==> src/rtl/vbuf_arbiter.sv <==
// Round-robin burst arbiter between the scanout reader (m0) and the capture writer (m1) on the video-buffer DDR port.
// Bursts are locked once granted. One IDLE arbitration cycle separates bursts. Urgent reads may win at most URG_MAX times in a row over a waiting writer.
module vbuf_arbiter #(
    parameter int AW      = 28,
    parameter int DW      = 128,
    parameter int BW      = 8,
    parameter int URG_MAX = 4
) (
    input  logic            clk_vbuf,
    input  logic            reset_n,
    input  logic [AW-1:0]   m0_address,
    input  logic [BW-1:0]   m0_burstcount,
    input  logic            m0_read,
    output logic            m0_waitrequest,
    output logic [DW-1:0]   m0_readdata,
    output logic            m0_readdatavalid,
    input  logic            m0_urgent,
    input  logic [AW-1:0]   m1_address,
    input  logic [BW-1:0]   m1_burstcount,
    input  logic            m1_write,
    input  logic [DW-1:0]   m1_writedata,
    input  logic [DW/8-1:0] m1_byteenable,
    output logic            m1_waitrequest,
    output logic [AW-1:0]   mem_address,
    output logic [BW-1:0]   mem_burstcount,
    output logic            mem_read,
    output logic            mem_write,
    output logic [DW-1:0]   mem_writedata,
    output logic [DW/8-1:0] mem_byteenable,
    input  logic            mem_waitrequest,
    input  logic [DW-1:0]   mem_readdata,
    input  logic            mem_readdatavalid,
    output logic [1:0]      grant
);
    localparam int UW = $clog2(URG_MAX + 1);
    localparam logic [BW-1:0] CNT_ONE = BW'(1);

    typedef enum logic [1:0] {IDLE, RD_CMD, RD_DATA, WR_DATA} state_t;

    state_t        state_q, state_d;
    logic [BW-1:0] cnt_q, cnt_d;
    logic          last_wr_q, last_wr_d;
    logic [UW-1:0] urg_q, urg_d;
    logic [1:0]    grant_q, grant_d;
    logic [BW-1:0] rem;
    logic          rd_acc, wr_acc, rd_beat;

    assign rd_acc  = (state_q == RD_CMD)  && m0_read  && !mem_waitrequest;
    assign wr_acc  = (state_q == WR_DATA) && m1_write && !mem_waitrequest;
    assign rd_beat = (state_q == RD_DATA) && mem_readdatavalid;

    always_comb begin
        state_d   = state_q;
        cnt_d     = cnt_q;
        last_wr_d = last_wr_q;
        urg_d     = urg_q;
        rem       = '0;
        case (state_q)
            IDLE: begin
                if (m0_read && m1_write) begin
                    if (m0_urgent && (int'(urg_q) < URG_MAX)) begin
                        state_d   = RD_CMD;
                        last_wr_d = 1'b0;
                        urg_d     = urg_q + 1'b1;
                    end else if (last_wr_q) begin
                        state_d   = RD_CMD;
                        last_wr_d = 1'b0;
                    end else begin
                        state_d   = WR_DATA;
                        last_wr_d = 1'b1;
                        urg_d     = '0;
                    end
                end else if (m0_read) begin
                    state_d   = RD_CMD;
                    last_wr_d = 1'b0;
                    urg_d     = '0;
                end else if (m1_write) begin
                    state_d   = WR_DATA;
                    last_wr_d = 1'b1;
                    urg_d     = '0;
                end
            end
            RD_CMD: begin
                if (rd_acc) begin
                    cnt_d   = (m0_burstcount == '0) ? CNT_ONE : m0_burstcount;
                    state_d = RD_DATA;
                end
            end
            RD_DATA: begin
                if (rd_beat) begin
                    cnt_d = cnt_q - CNT_ONE;
                    if (cnt_q == CNT_ONE) state_d = IDLE;
                end
            end
            WR_DATA: begin
                // A zero counter marks the first beat of the burst: load the length then.
                if (wr_acc) begin
                    rem = ((cnt_q == '0) ? ((m1_burstcount == '0) ? CNT_ONE : m1_burstcount)
                                         : cnt_q) - CNT_ONE;
                    cnt_d = rem;
                    if (rem == '0) state_d = IDLE;
                end
            end
            default: state_d = IDLE;
        endcase

        grant_d = 2'b00;
        case (state_d)
            RD_CMD, RD_DATA: grant_d = 2'b01;
            WR_DATA:         grant_d = 2'b10;
            default:         grant_d = 2'b00;
        endcase
    end

    always_ff @(posedge clk_vbuf or negedge reset_n) begin
        if (!reset_n) begin
            state_q   <= IDLE;
            cnt_q     <= '0;
            last_wr_q <= 1'b1;
            urg_q     <= '0;
            grant_q   <= 2'b00;
        end else begin
            state_q   <= state_d;
            cnt_q     <= cnt_d;
            last_wr_q <= last_wr_d;
            urg_q     <= urg_d;
            grant_q   <= grant_d;
        end
    end

    assign grant            = grant_q;
    assign m0_waitrequest   = (state_q == RD_CMD)  ? mem_waitrequest : 1'b1;
    assign m1_waitrequest   = (state_q == WR_DATA) ? mem_waitrequest : 1'b1;
    assign m0_readdata      = mem_readdata;
    assign m0_readdatavalid = rd_beat;
    assign mem_read         = (state_q == RD_CMD)  && m0_read;
    assign mem_write        = (state_q == WR_DATA) && m1_write;
    assign mem_address      = (state_q == WR_DATA) ? m1_address :
                              (state_q == RD_CMD)  ? m0_address : '0;
    assign mem_burstcount   = (state_q == WR_DATA) ? m1_burstcount :
                              (state_q == RD_CMD)  ? m0_burstcount : '0;
    assign mem_writedata    = (state_q == WR_DATA) ? m1_writedata  : '0;
    assign mem_byteenable   = (state_q == WR_DATA) ? m1_byteenable : '0;
endmodule

==> config.mk <==
export PLATFORM = sky130hd
export DESIGN_NAME = vbuf_arbiter
export DESIGN_NICKNAME = d
export VERILOG_FILES = /design/src/rtl/vbuf_arbiter.sv
export SDC_FILE = /design/constraint.sdc
export NUM_CORES = 1
export LEC_CHECK = 0
export ABC_AREA = 1
export BUFFER_PORTS_ARGS = -buffer_cell sky130_fd_sc_hd__buf_4
export CORE_AREA = 3 3 261 263
export CTS_CLUSTER_DIAMETER = 150
export DETAILED_ROUTE_END_ITERATION = 7
export DIE_AREA = 0 0 264 266
export GPL_TIMING_DRIVEN = 1
export SLEW_MARGIN = 20
export SYNTH_ARGS = -nofsm -noshare
export SYNTH_HDL_FRONTEND = slang
export SYNTH_SLANG_ARGS = --single-unit
==> constraint.sdc <==
create_clock -name clk_vbuf -period 2.55 [get_ports clk_vbuf]
set_clock_uncertainty 0.2 [all_clocks]
set_input_delay 0.3825 -clock clk_vbuf [delete_from_list [all_inputs] [get_ports clk_vbuf]]
set_output_delay 0.3825 -clock clk_vbuf [all_outputs]
set_load 0.02 [all_outputs]
==> Yosys cells after proc, flatten, opt, wreduce, memory -nomap -nowiden <==
Cells that the tools add are included.
{ "word_totals": {"register_bits": 16, "latch_bits": 0, "ram_bits": 0, "mem_bits_ro": 0, "input_bits": 351, "out_inout_bits": 315, "wordCells": 76, "n_memories": 0} }
{ "op_classes": {"n_addsub": 3, "multipliers": 0, "n_div": 0, "n_lt_le_gt_ge": 1, "n_eq_ne": 11, "shifts": 0, "mux": 37, "n_bitwise": 0, "reduce_logical": 19} }
{ "op_table": {"columns": ["operator", "n"], "rows": [
  ["128-bit 2-to-1 mux", 1],
  ["8-bit 2-to-1 mux", 8],
  ["28-bit 2-to-1 mux", 2],
  ["8-bit logical NOT", 4],
  ["8-bit one-hot mux with 3 select lines", 1],
  ["2-bit 2-to-1 mux", 10],
  ["16-bit 2-to-1 mux", 1],
  ["8-bit by 1-bit subtractor with 8-bit output, second input constant", 2],
  ["3-bit 2-to-1 mux", 5],
  ["2-bit equality test, second input constant", 4],
  ["8-bit by 1-bit equality test with 1-bit output, second input constant", 1],
  ["2-bit one-hot mux with 4 select lines", 1],
  ["1-bit logical AND", 7],
  ["1-bit 2-to-1 mux", 7],
  ["2-bit != test, second input constant", 3],
  ["3-bit nonzero test", 2],
  ["2-bit by 1-bit equality test with 1-bit output, second input constant", 2],
  ["2-bit one-hot mux with 2 select lines", 1],
  ["4-bit AND reduction", 1],
  ["3-bit by 1-bit adder with 3-bit output, second input constant", 1],
  ["3-bit less-than comparator, second input constant", 1],
  ["3-bit by 2-bit != test with 1-bit output, second input constant", 1],
  ["3-bit AND reduction", 1],
  ["2-bit logical NOT", 1],
  ["3 further kinds", 3]
]} }

==> Depth between registers and ports, before layout <==
Gate-level depths: netlist of the first run.
{ "logic_depth": {"word_depth": 11, "ltp_mapped": 18, "mapped_depth_nobuf": 18} }

==> Worst setup path after synthesis of the first run <==
No wires, ideal clock.
{ "synth_path": {"path_kind": "flip-flop to flip-flop", "startpoint": "reg cnt_q[0]", "endpoint": "reg grant_q[0], in the netlist grant[0]", "setup_ns": 0.126, "arrival_ns": 2.327, "required_ns": 2.224, "path_slack_ns": -0.103, "path_stages_with_launch": 16, "path_buffers": 0, "synth_period_minus_slack_ns": 2.653, "cell_sequence": "dfrtp_1 inv_1 ha_1 inv_1 nor2_2 nand3_1 o21ai_2 ha_1 nand3_1 o21ai_0 nand3_1 nor2_2 nand4_1 nand2_2 nand2_1 ha_1"} }
{ "synth_via": {"elab_chain_cells": 10, "word_cells_on_any_way": 15, "cone_classes": "add/sub (1); eq/ne (4); mux (7); reduce/logical (3)"} }
{ "synth_rtl": {"columns": ["element", "line_no", "text"], "rows": [
  ["start, declared", "41", "logic [BW-1:0] cnt_q, cnt_d;"],
  ["start signal, assigned", "124", "cnt_q <= cnt_d;"],
  ["8-bit logical NOT", "98", "rem = ((cnt_q == '0) ? ((m1_burstcount == '0) ? CNT_ONE : m1_burstcount)"],
  ["8-bit 2-to-1 mux", "98", null],
  ["8-bit by 1-bit subtractor with 8-bit output", "99", ": cnt_q) - CNT_ONE;"],
  ["8-bit logical NOT", "101", "if (rem == '0) state_d = IDLE;"],
  ["2-bit 2-to-1 mux", "101", null],
  ["2-bit 2-to-1 mux", "97", "if (wr_acc) begin"],
  ["2-bit one-hot mux with 4 select lines *", "58", "case (state_q)"],
  ["named net state_d[0]", "40", "state_t state_q, state_d;"],
  ["2-bit by 1-bit equality test with 1-bit output / 2-bit equality test (equally long branches)", "108", "case (state_d)"],
  ["2-bit OR reduction", "108", null],
  ["2-bit one-hot mux with 2 select lines *", "108", null],
  ["named net grant_d[0]", "44", "logic [1:0] grant_q, grant_d;"],
  ["end signal, assigned", "127", "grant_q <= grant_d;"],
  ["end, declared", "44", null]
]} }
The timed path passes the listed nets; every way through them passes the cells marked *.
A chain may end at the register's enable or synchronous reset.

==> Worst setup path after layout of the first run <==
{ "layout_path": {"startpoint": "reg cnt_q[0]", "endpoint": "reg grant_q[0], in the netlist grant[0]"} }
{ "layout_via": {"elab_chain_cells": 10, "word_cells_on_any_way": 15, "cone_classes": "add/sub (1); eq/ne (4); mux (7); reduce/logical (3)"} }
{ "layout_rtl": {"columns": ["element", "line_no"], "rows": [
  ["8-bit logical NOT", "98"],
  ["8-bit 2-to-1 mux", "98"],
  ["8-bit by 1-bit subtractor with 8-bit output", "99"],
  ["8-bit logical NOT", "101"],
  ["2-bit 2-to-1 mux", "101"],
  ["2-bit 2-to-1 mux", "97"],
  ["2-bit one-hot mux with 4 select lines *", "58"],
  ["2-bit by 1-bit equality test with 1-bit output / 2-bit equality test (equally long branches)", "108"],
  ["2-bit OR reduction", "108"],
  ["2-bit one-hot mux with 2 select lines *", "108"],
  ["named net grant_d[0]", "44"]
]} }
Marked as above.

==> results of run 1 <==
-- area by class of cell --
cell class | instances | area, µm²
Tap cell | 864 | 1081
Fill cell | 7713 | 58340
Antenna cell | 7 | 17.52
Clock buffer | 4 | 88.84
Timing Repair Buffer | 443 | 3369
Sequential cell | 16 | 402.9
Inverter | 183 | 686.9
Multi-Input combinational cell | 354 | 1879
-- path summary, 6_finish.rpt --
kind	start	end	slack [ns]	cells past startpoint
worst min register to register	urg_q[1]	urg_q[1]	0.30	2
worst max register to register	cnt_q[0]	grant[0]	-0.03	15
max in group asynchronous	reset_n	last_wr_q	1.53	2
min in group asynchronous	reset_n	urg_q[0]	0.35	2
worst min-delay path	urg_q[1]	urg_q[1]	0.30	2
worst max-delay path	cnt_q[0]	grant[0]	-0.03	15
-- kinds of logic after synthesis --
logic type	count (synthesis)
buffers and inverters	335
AND/OR/NAND/NOR	266
AO/OA/AOI/OAI	79
flip-flops	16
adder cells (fa/ha/maj)	7
XOR/XNOR	2
-- layer usage --
layer  part of all wire (%)  GRT usage, %
met1                     33         7.937
met2                     43         12.68
met3                     18         6.150
met4                    5.2         3.616
met5                   0.72         1.014
-- power by group --
group	switching [µW]	leakage, µW	internal [µW]
clock	103	0.0000442	238
sequential	112	0.000192	379
combinational	3900	0.00398	2470
-- through the flow --
stage          power, µW  setup slack [ns]  setup TNS [ns]
2_1_floorplan       3995          0.004636               0
3_3_place_gp        6801           -0.2236         -0.3486
3_5_place_dp        6806           -0.1952         -0.2815
4_1_cts             7226          -0.07133        -0.07133
5_1_grt             7786           -0.1718         -0.2948
6_report            7207          -0.02942        -0.02942
-- layout by cell type, fill, tap and decap left out, types with 2 or more instances in the layout --
cell type  instances
nor3_1             4
clkbuf_16          3
diode_2            7
nand3_1           12
o21ai_0           16
nand4_1            3
xor2_1             2
nor2_1           160
nor2_4             8
ha_4               3
nand3_2            2
o21ai_2            2
nand2_2            8
buf_12             3
ha_1               4
a22o_1            28
dfrtp_1           14
a22oi_1            2
nand3b_1           2
o22ai_1            5
nand2_1           59
nor2_2             5
o2111ai_1          2
inv_1            176
buf_4            438
inv_2              7
a21oi_1           14
o21ai_1            2
-- critical path: stages (launching register included) --
cell	delay (ns)
dfrtp_1	0.38
inv_2	0.08
ha_4	0.14
inv_2	0.04
nor2_4	0.10
nand3_2	0.10
o21ai_4	0.16
ha_4	0.16
nand3_4	0.09
o21ai_2	0.16
nand3_1	0.09
nor2_2	0.08
nand4_1	0.19
nand2_2	0.16
nand3_2	0.09
ha_4	0.28
-- Yosys cell counts, drive strengths merged, types with 3 or more instances --
cell / count
a22o: 28
nor3: 4
ha: 7
inv: 183
clkbuf: 17
a21oi: 15
buf: 135
o22ai: 5
nor2: 173
nand4: 3
o21ai: 21
nand2: 68
dfrtp: 15
nand3: 15
-- timing repair --
item                       4_1_cts  5_1_grt
gates resized for setup          5       14
cloned                           0        0
setup endpoints to repair        3        2
hold endpoints to repair        15        0
hold buffers                     1        0
pin swaps                        7        5
setup buffers                    0        2
-- state kept, by name, indices dropped and copies added, names as in the netlist --
register	flops
cnt_q	8
urg_q	3
state_q	2
last_wr_q	1
grant	2
==> key figures, run 1 <==
Status
  – Status: finished with violations
  – Failing checks: setup timing

Synthesis
  – Post-synthesis cell type count: 37
  – Yosys top cell area share: 24.56%
  – Top post-synthesis cells by area: buf_4 25%, inv_1 17%, nor2_1 16%
  – Synth Area in Adders: under 10%
  – Register bit total from synthesis: 16
  – Warnings, synthesis: 0
  – Simple-gate share of the synthesized area: between 20% and 30%
  – Post-synth EDFFs: 0
  – Most used DFF post-synth: dfrtp_1
  – Area of the mapped netlist: 0.003913 mm²
  – Post-synth ARST share: 100.0%
  – Synth Instances: between 700 and 800
  – Syn Nets: between 1000 and 1500
  – Post-Syn Area per Cell: 5.550 µm²
  – Largest family of logic cells by synthesized area: buffers and inverters
  – Synth area leader: buf_4
  – Mux cell area share after synthesis: 0%
  – Synth Area in Compound Gates: between 10 and 15%
  – Area share of xor/xnor cells in the synthesized design: less than 1%
  – Seq/Total Area, Yosys: between 10% and 20%

Floorplanning
  – Die area: 0.07022 mm²
  – Row cnt: 94
  – Die Wd: 264 µm
  – Initial Utilization: 5.940%
  – Die height: 266 µm
  – # IOs: ~670
  – Total core area: around 0.066 mm²

Cells and area
  – Nets: ~1400
  – Layout overhead on the synthesized area: 92.36%
  – Final Non-Filler Cells: between 1500 and 2000
  – Final core utilization: a little under an eighth
  – Design Area, Final: between 0.007 and 0.008 mm²
  – Share of cells above drive strength 1: approximately half

STA
  – Worst setup margin: -0.02942 ns
  – Post-layout min period: 2.579 ns
  – Relative slew slack: 65.33%
  – RSZ-0062 raised after global routing: yes
  – Worst Tran Pin Value: around 0.52 ns
  – Endpoints failing hold: 0
  – Hold WS: ~0.3 ns
  – Period utilization: 101.2%
  – Max-slew violations: 0
  – Final setup viols: 1
  – Fmax achieved: a little under 400 MHz

Clocking
  – CTS buffer count: 3
  – Reg clk slew, reported paths: approximately 0.050 ns
  – # clock sinks: 16
  – CTS tree: yes
  – Root buf cell: clkbuf_16
  – Skew-Pair Late Insertion Delay: about 0.25 ns
  – Clock Tree Buf Depth: 2
  – H-tree levels: 1

Setup path
  – Worst EP arrival: roughly 2.6 ns
  – Crit Path Max Fanout: 3
  – CP Launch Type: flip-flop
  – Worst Setup End Kind: flip-flop
  – Critical path data required time: 2.54 ns
  – Critical path type: reg -> reg

GRT
  – Vias in the first global route: ~5300
  – First-pass GRT wire length: about 40000 µm
  – GRT Util Overall: 8.105%
  – Grt ovf: 0
  – Largest net degree at the start of global routing: between 50 and 60
  – Initial antenna violation count: 17

Pwr
  – Max VDD drop: a little under 0.6 mV
  – Leakage: 0.004213 µW
  – P per Cell Area: 957.7 mW/mm²

Route
  – DRT iter0 DRCs: 258
  – DRC: 0
  – Final ANT Viol Nets: 0
  – Vias/cell: 2.904
  – DR vias: between 5000 and 6000
  – DR pass1 iterations: 5
  – Wire per inst: about 16 µm
  – Final WL: 30680 µm

Place
  – Port buffer count: 409
  – Routability cong.: approximately 0.87
  – Hpwl dp: around 28000 µm
  – Area post-placement: 0.007312 mm²
  – Placed cells: roughly 1900

Min path
  – Hold Path Class: reg -> reg

Flow run
  – Max-cap violations: 0
(Power assumes the default switching activity.)
==> run 2, diff against run 1 <==
--- a/config.mk
+++ b/config.mk
@@ -7,11 +7,10 @@
 export LEC_CHECK = 0
 export ABC_AREA = 1
 export BUFFER_PORTS_ARGS = -buffer_cell sky130_fd_sc_hd__buf_4
-export CORE_AREA = 3 3 261 263
+export CORE_AREA = 2 2 260 262
 export CTS_CLUSTER_DIAMETER = 150
 export DETAILED_ROUTE_END_ITERATION = 7
-export DIE_AREA = 0 0 264 266
-export GPL_TIMING_DRIVEN = 1
+export DIE_AREA = 0 0 262 264
 export SLEW_MARGIN = 20
 export SYNTH_ARGS = -nofsm -noshare
 export SYNTH_HDL_FRONTEND = slang
==> run 2 against run 1 <==
The flow still finishes with violations (setup timing). Utilization fell by 0.062 points. Largest power group unchanged. Combinational power hardly changed. Critical path depth up 2. Setup slack worse by 0.078 ns. Critical path type unchanged. Maximum frequency down 2.9%. Largest cell class unchanged.
==> key figures, run 2 (synthesis results as in run 1) <==
Cells and area
  – Largest regs: cnt_q: 8 flops, urg_q: 3 flops
  – Nets: about 1400
  – Design Area, Final: 0.007565 mm²
  – Share of cells above drive strength 1: between 40% and 50%
  – Max FFs per register: 8
  – Filler instances: slightly below 8000
  – Largest Register: cnt_q
  – Register area: roughly 400 µm²
  – Final Non-Filler Cells: roughly 1900
  – Layout overhead on the synthesized area: 93.35%
  – Multi-input logic area: 0.001867 mm²
  – Most frequent cells in the layout: 445 x buf_4, 174 x inv_1, 161 x nor2_1
  – Commonest non-fill, non-tap cell in the layout: buf_4
  – Final core utilization: 11.36%

Status
  – Status: finished with violations
  – Failing checks: setup timing

GRT
  – Most Used Layer, Global Route: met2
  – GR Util met3: 4.299%
  – Grt ovf: 0
  – GRT Util Overall: under 10%
  – First-pass GRT wire length: between 30000 and 40000 µm
  – Vias in the first global route: between 5000 and 6000
  – Largest net degree at the start of global routing: 77
  – Initial antenna violation count: 12
  – Met1 usage: a little over 8%
  – GR Layer Usage met2: approximately an eighth

Setup path
  – CP Launch Type: flip-flop
  – Worst Setup End Kind: flip-flop
  – Critical path data required time: around 2.5 ns
  – Worst EP arrival: between 2 and 3 ns
  – Critical path type: reg -> reg
  – Crit path largest cell delay: 0.38 ns
  – Crit Path Max Fanout: 3
  – Flop2flop setup slack: -0.11 ns
  – Slowest CP cell: dfrtp_1
  – CP Cell Sequence: inv_2 -> ha_4 -> inv_2 -> nor2_4 -> nand3_4 -> o21ai_4 -> ha_4 -> inv_2 -> nand2_1 -> nand2_1 -> nor2_1 -> nand3_1 -> nor2_2 -> nand4_1 -> nand2_2 -> nand3_2 -> ha_4

Route
  – DRC: 0
  – DR vias: around 5400
  – Final WL: between 20000 and 30000 µm
  – Wire per inst: around 15 µm
  – Vias/cell: 2.888
  – DR pass1 iterations: 4
  – Final ANT Viol Nets: 0
  – DRT iter0 DRCs: 217

Floorplanning
  – # IOs: roughly 670
  – Die area: around 0.07 mm²
  – Die height: about 260 µm
  – Die Wd: 262 µm
  – Total core area: between 0.06 and 0.07 mm²
  – Row cnt: 95
  – Initial Utilization: approximately 5.9%

Clocking
  – Reg clk slew, reported paths: 0.05 ns
  – Root buf cell: clkbuf_16
  – CTS buffer count: 3
  – # clock sinks: 16
  – H-tree levels: 1
  – Skew-Pair Late Insertion Delay: about 0.25 ns
  – CTS tree: yes
  – Clock Tree Buf Depth: 2

Pwr
  – Switching Share: between 50% and 60%
  – Internal power: 3112 µW
  – Switch Pwr: 4066 µW
  – Pwr Total: 7178 µW
  – Clk pwr share: ~4.7%
  – Max VDD drop: 0.4999 mV
  – Logic pwr share: between 80% and 90%
  – P per Cell Area: about 950 mW/mm²
  – Seq pwr share: about 6.7%
  – Leakage: between 0.004 and 0.005 µW

STA
  – Max-slew violations: 0
  – Final setup viols: 2
  – Endpoints failing hold: 0
  – RSZ-0062 raised after global routing: yes
  – Worst setup margin: -0.1076 ns
  – Relative slew slack: a little under 70%
  – Period utilization: 104.2%
  – Post-layout min period: 2.658 ns
  – Worst Tran Pin Value: roughly 0.45 ns
  – Fmax achieved: 376.3 MHz

Place
  – Area post-placement: 0.007353 mm²
  – Hpwl dp: between 20000 and 30000 µm
  – Routability cong.: 0.8384
  – Placed cells: roughly 1900
  – Port buffer count: between 400 and 500

Flow run
  – Max-cap violations: 0

Min path
  – Hold Path Class: reg -> reg
==> run 2: area by class of cell <==
cell class / count / share of cell area, %
repair buffers: 450 / 45.24
multi-input cells: 354 / 24.68
diodes: 2 / 0.06616
inverters: 183 / 9.080
clock buffers: 4 / 1.174
flip-flops and latches: 16 / 5.326
well taps: 873 / 14.44
==> run 2: per-layer routing <==
metal  up-vias  routed length (µm)
li1       2557                   -
met1      2339               10180
met2       398               12380
met3       122                4309
met4        20                1893
met5         -                 119
==> run 2: worst max-delay path: cells and delay by family (launching register included) <==
kind            cells  cell delay, ns
buf+inv             3            0.16
simple gates       10            1.02
fa+ha+maj           3            0.57
flops               1            0.38
compound gates      1            0.19
==> run 2: timing repair <==
| item | CTS | global route |
|---|---|---|
| resized for setup | 3 | 14 |
| pin swaps | 6 | 8 |
| endpoints found under the setup margin | 2 | 5 |
| endpoints found under the hold margin | 15 | 0 |
| gates cloned | 0 | 0 |
| hold buffers | 1 | 0 |
| setup buffers | 0 | 5 |
==> run 2: final timing paths <==
path	endpoint	start	cells past startpoint
hold / removal	urg_q[1]	urg_q[1]	2
min in group asynchronous	urg_q[1]	reset_n	2
max in group asynchronous	last_wr_q	reset_n	2
setup / recovery	grant[0]	cnt_q[0]	17
hold reg to reg	urg_q[1]	urg_q[1]	2
setup reg to reg	grant[0]	cnt_q[0]	17
==> run 2: power groups by stage <==
stage / sequential (µW) / combinational (µW) / clock, µW
after floorplan: 477 / 3520 / 0
after global placement: 481 / 6300 / 0
after detailed placement: 480 / 6300 / 0
after CTS: 479 / 6340 / 345
after global routing: 499 / 6890 / 358
final: 482 / 6360 / 336
==> run 2: per-stage QoR <==
stage	setup TNS (ns)	setup slack (ns)	hold WS [ns]
after floorplan	0	0.004636	-0.1131
after global placement	-0.1067	-0.09923	0.06202
after detailed placement	-0.1833	-0.1421	0.06417
after CTS	-0.06791	-0.06791	0.3038
after global routing	-0.5269	-0.2760	0.3080
final	-0.1431	-0.1076	0.3025
==> run 3, diff against run 2 <==
--- a/config.mk
+++ b/config.mk
@@ -7,10 +7,13 @@
 export LEC_CHECK = 0
 export ABC_AREA = 1
 export BUFFER_PORTS_ARGS = -buffer_cell sky130_fd_sc_hd__buf_4
-export CORE_AREA = 2 2 260 262
+export CELL_PAD_IN_SITES_DETAIL_PLACEMENT = 0
+export CELL_PAD_IN_SITES_GLOBAL_PLACEMENT = 2
+export CORE_AREA = 2 2 262 264
 export CTS_CLUSTER_DIAMETER = 150
 export DETAILED_ROUTE_END_ITERATION = 7
-export DIE_AREA = 0 0 262 264
+export DIE_AREA = 0 0 264 266
+export PLACE_DENSITY_LB_ADDON = 0.1
 export SLEW_MARGIN = 20
 export SYNTH_ARGS = -nofsm -noshare
 export SYNTH_HDL_FRONTEND = slang
==> run 3 against run 2 <==
The flow still finishes with violations (setup timing). Utilization grew 0.23 points. Sequential power is essentially flat. Hold slack lost 0.015 ns. Sequential share of layout area shrank 0.21 points. First-iteration DRC count shrank 29%. Design area grew 3.8%. Via count shrank 3.3%. Setup slack lost 0.10 ns. Die area grew 1.5%. Register-to-register slack lost 0.10 ns. Non-clock buffer count grew 29. Final cell count grew 2.0%. Highest routed layer is now met4.
==> key figures, run 3 (synthesis results as in run 1) <==
Floorplanning
  – Die area: between 0.07 and 0.08 mm²
  – Die Wd: ~260 µm
  – # IOs: around 670
  – Row cnt: 96
  – Die height: 266 µm
  – Initial Utilization: between 5 and 6%
  – Total core area: between 0.06 and 0.07 mm²

Cells and area
  – Register area: 401.6 µm²
  – Nets: roughly 1400
  – Largest regs: cnt_q: 8 flops, urg_q: 3 flops
  – Design Area, Final: 0.007853 mm²
  – Layout overhead on the synthesized area: 100.7%
  – Max FFs per register: 8
  – Filler instances: 8045
  – Largest Register: cnt_q
  – Commonest non-fill, non-tap cell in the layout: buf_4
  – Multi-input logic area: around 0.0019 mm²
  – Share of cells above drive strength 1: between 50 and 60%
  – Most frequent cells in the layout: 474 x buf_4, 173 x inv_1, 157 x nor2_1

Route
  – DRC: 0
  – DRT iter0 DRCs: between 150 and 200
  – DR pass1 iterations: 4
  – Wire per inst: about 15 µm
  – Final WL: just under 30000 µm
  – Vias/cell: 2.740
  – DR vias: around 5300
  – Final ANT Viol Nets: 0

Pwr
  – Logic pwr share: 89.3%
  – Pwr Total: about 7700 µW
  – Seq pwr share: between 6 and 7%
  – Switching Share: between 50% and 60%
  – Switch Pwr: approximately 4300 µW
  – Internal power: 3388 µW
  – Max VDD drop: between 0.4 and 0.5 mV
  – Leakage: 0.004394 µW
  – P per Cell Area: about 980 mW/mm²
  – Clk pwr share: about 4.5%

Setup path
  – Crit Path Max Fanout: 4
  – CP Launch Type: flip-flop
  – Path depth of the worst reg2reg path: 16
  – Critical path type: reg -> reg
  – Worst EP arrival: around 2.8 ns
  – R2R Path Start: cnt_q[0]
  – Critical path data required time: 2.54 ns
  – R2R Path End: grant[0]
  – Flop2flop setup slack: -0.21 ns
  – Worst Setup End Kind: flip-flop

Place
  – Routability cong.: 0.6807
  – Pre-CTS setup slack: -0.3629 ns
  – Area post-placement: 0.007487 mm²
  – Hpwl dp: about 25000 µm
  – Port buffer count: 409

GRT
  – Largest net degree at the start of global routing: around 150
  – Initial antenna violation count: 0
  – Grt ovf: 0
  – First-pass GRT wire length: between 30000 and 40000 µm
  – GRT Util Overall: between 7 and 8%
  – Vias in the first global route: ~5400

Clocking
  – Reg clk slew, reported paths: roughly 0.05 ns
  – # clock sinks: 16
  – Clock Tree Buf Depth: 2
  – Skew-Pair Late Insertion Delay: 0.25 ns
  – CTS buffer count: 3
  – H-tree levels: 1
  – Root buf cell: clkbuf_16
  – CTS tree: yes

STA
  – Endpoints failing hold: 0
  – Post-layout min period: between 2 and 3 ns
  – Worst Tran Pin Value: 0.5035 ns
  – RSZ-0062 raised after global routing: yes
  – Max-slew violations: 0
  – Worst setup margin: -0.2110 ns
  – Hold WS: 0.2871 ns
  – Setup TNS Final: -0.4414 ns
  – Fmax achieved: around 360 MHz
  – Period utilization: 108.3%
  – Final setup viols: 3
  – Relative slew slack: between 60 and 70%

Min path
  – Hold path cells: 2
  – Hold Path Class: reg -> reg
  – Hold_sp: urg_q[1]
  – Sink of the worst hold path: urg_q[1]

Flow run
  – Max-cap violations: 0

Status
  – Status: finished with violations
  – Failing checks: setup timing
==> run 3: changes by cell type in the layout (fill, tap and decap cells not counted), sizes merged <==
cell	previous run	this run
buf	449	477
clkbuf	4	5
diode	2	1
==> run 3: layout make-up <==
| class | count | share of cell area (%) |
|---|---|---|
| Clock buffer | 4 | 1.131 |
| Sequential cell | 16 | 5.115 |
| Timing Repair Buffer | 479 | 46.51 |
| Inverter | 183 | 8.748 |
| Multi-Input combinational cell | 354 | 24.41 |
| Tap cell | 882 | 14.05 |
| Antenna cell | 1 | 0.03187 |
==> run 3: power by group through the flow <==
stage	Clock, µW	Combinational (µW)	Sequential, µW
floorplan	0	3520	477
global placement	0	6860	487
detailed placement	0	6660	487
CTS	359	6890	488
global route	375	7490	501
finish	342	6850	481
==> run 3: through the flow <==
| step | std cells | util (%) |
|---|---|---|
| floorplan | 705 | - |
| global placement | 1897 | 11.05 |
| detailed placement | 1897 | 11.05 |
| CTS | 1913 | 11.45 |
| global route | 1918 | 11.59 |
| finish | 1919 | 11.59 |
==> run 3: layer usage <==
metal / routed length [µm] / global-route usage, %
met1: 9713 / 7.389
met2: 16440 / 15.45
met3: 2704 / 2.893
met4: 518 / 1.520
met5: 0 / 0
==> run 3: timing repair <==
action | in CTS | in global routing
buffers inserted | 11 | 4
endpoints found under the hold margin | 15 | 0
cloned | 0 | 1
pin swaps | 15 | 15
gates resized for setup | 19 | 15
setup endpoints to repair | 3 | 73
hold buffers | 1 | 0
==> run 3: critical path, stage by stage (launching register included) <==
cell     delay [ns]
dfrtp_1        0.39
inv_2          0.09
ha_4           0.15
nand2_2        0.08
nor2_4         0.16
nor2_2         0.06
buf_4          0.14
nor2_4         0.10
ha_2           0.16
nand2_1        0.06
nor2_2         0.12
nand3_1        0.08
nor2_2         0.09
nand4_1        0.23
nand2_2        0.20
nand3_2        0.10
ha_4           0.28
==> run 3: how the worst max path moves through the flow <==
stage                      from  endpoint  slack [ns]  cells after the start
2_1_floorplan          cnt_q[0]  grant[0]       0.005                     15
3_3_place_gp   m1_burstcount[6]  grant[0]       -0.38                     14
3_5_place_dp   m1_burstcount[6]  grant[0]       -0.36                     14
4_1_cts                cnt_q[1]  grant[0]       -0.20                     16
5_1_grt                cnt_q[0]  grant[0]       -0.29                     16
6_report               cnt_q[0]  grant[0]       -0.21                     16
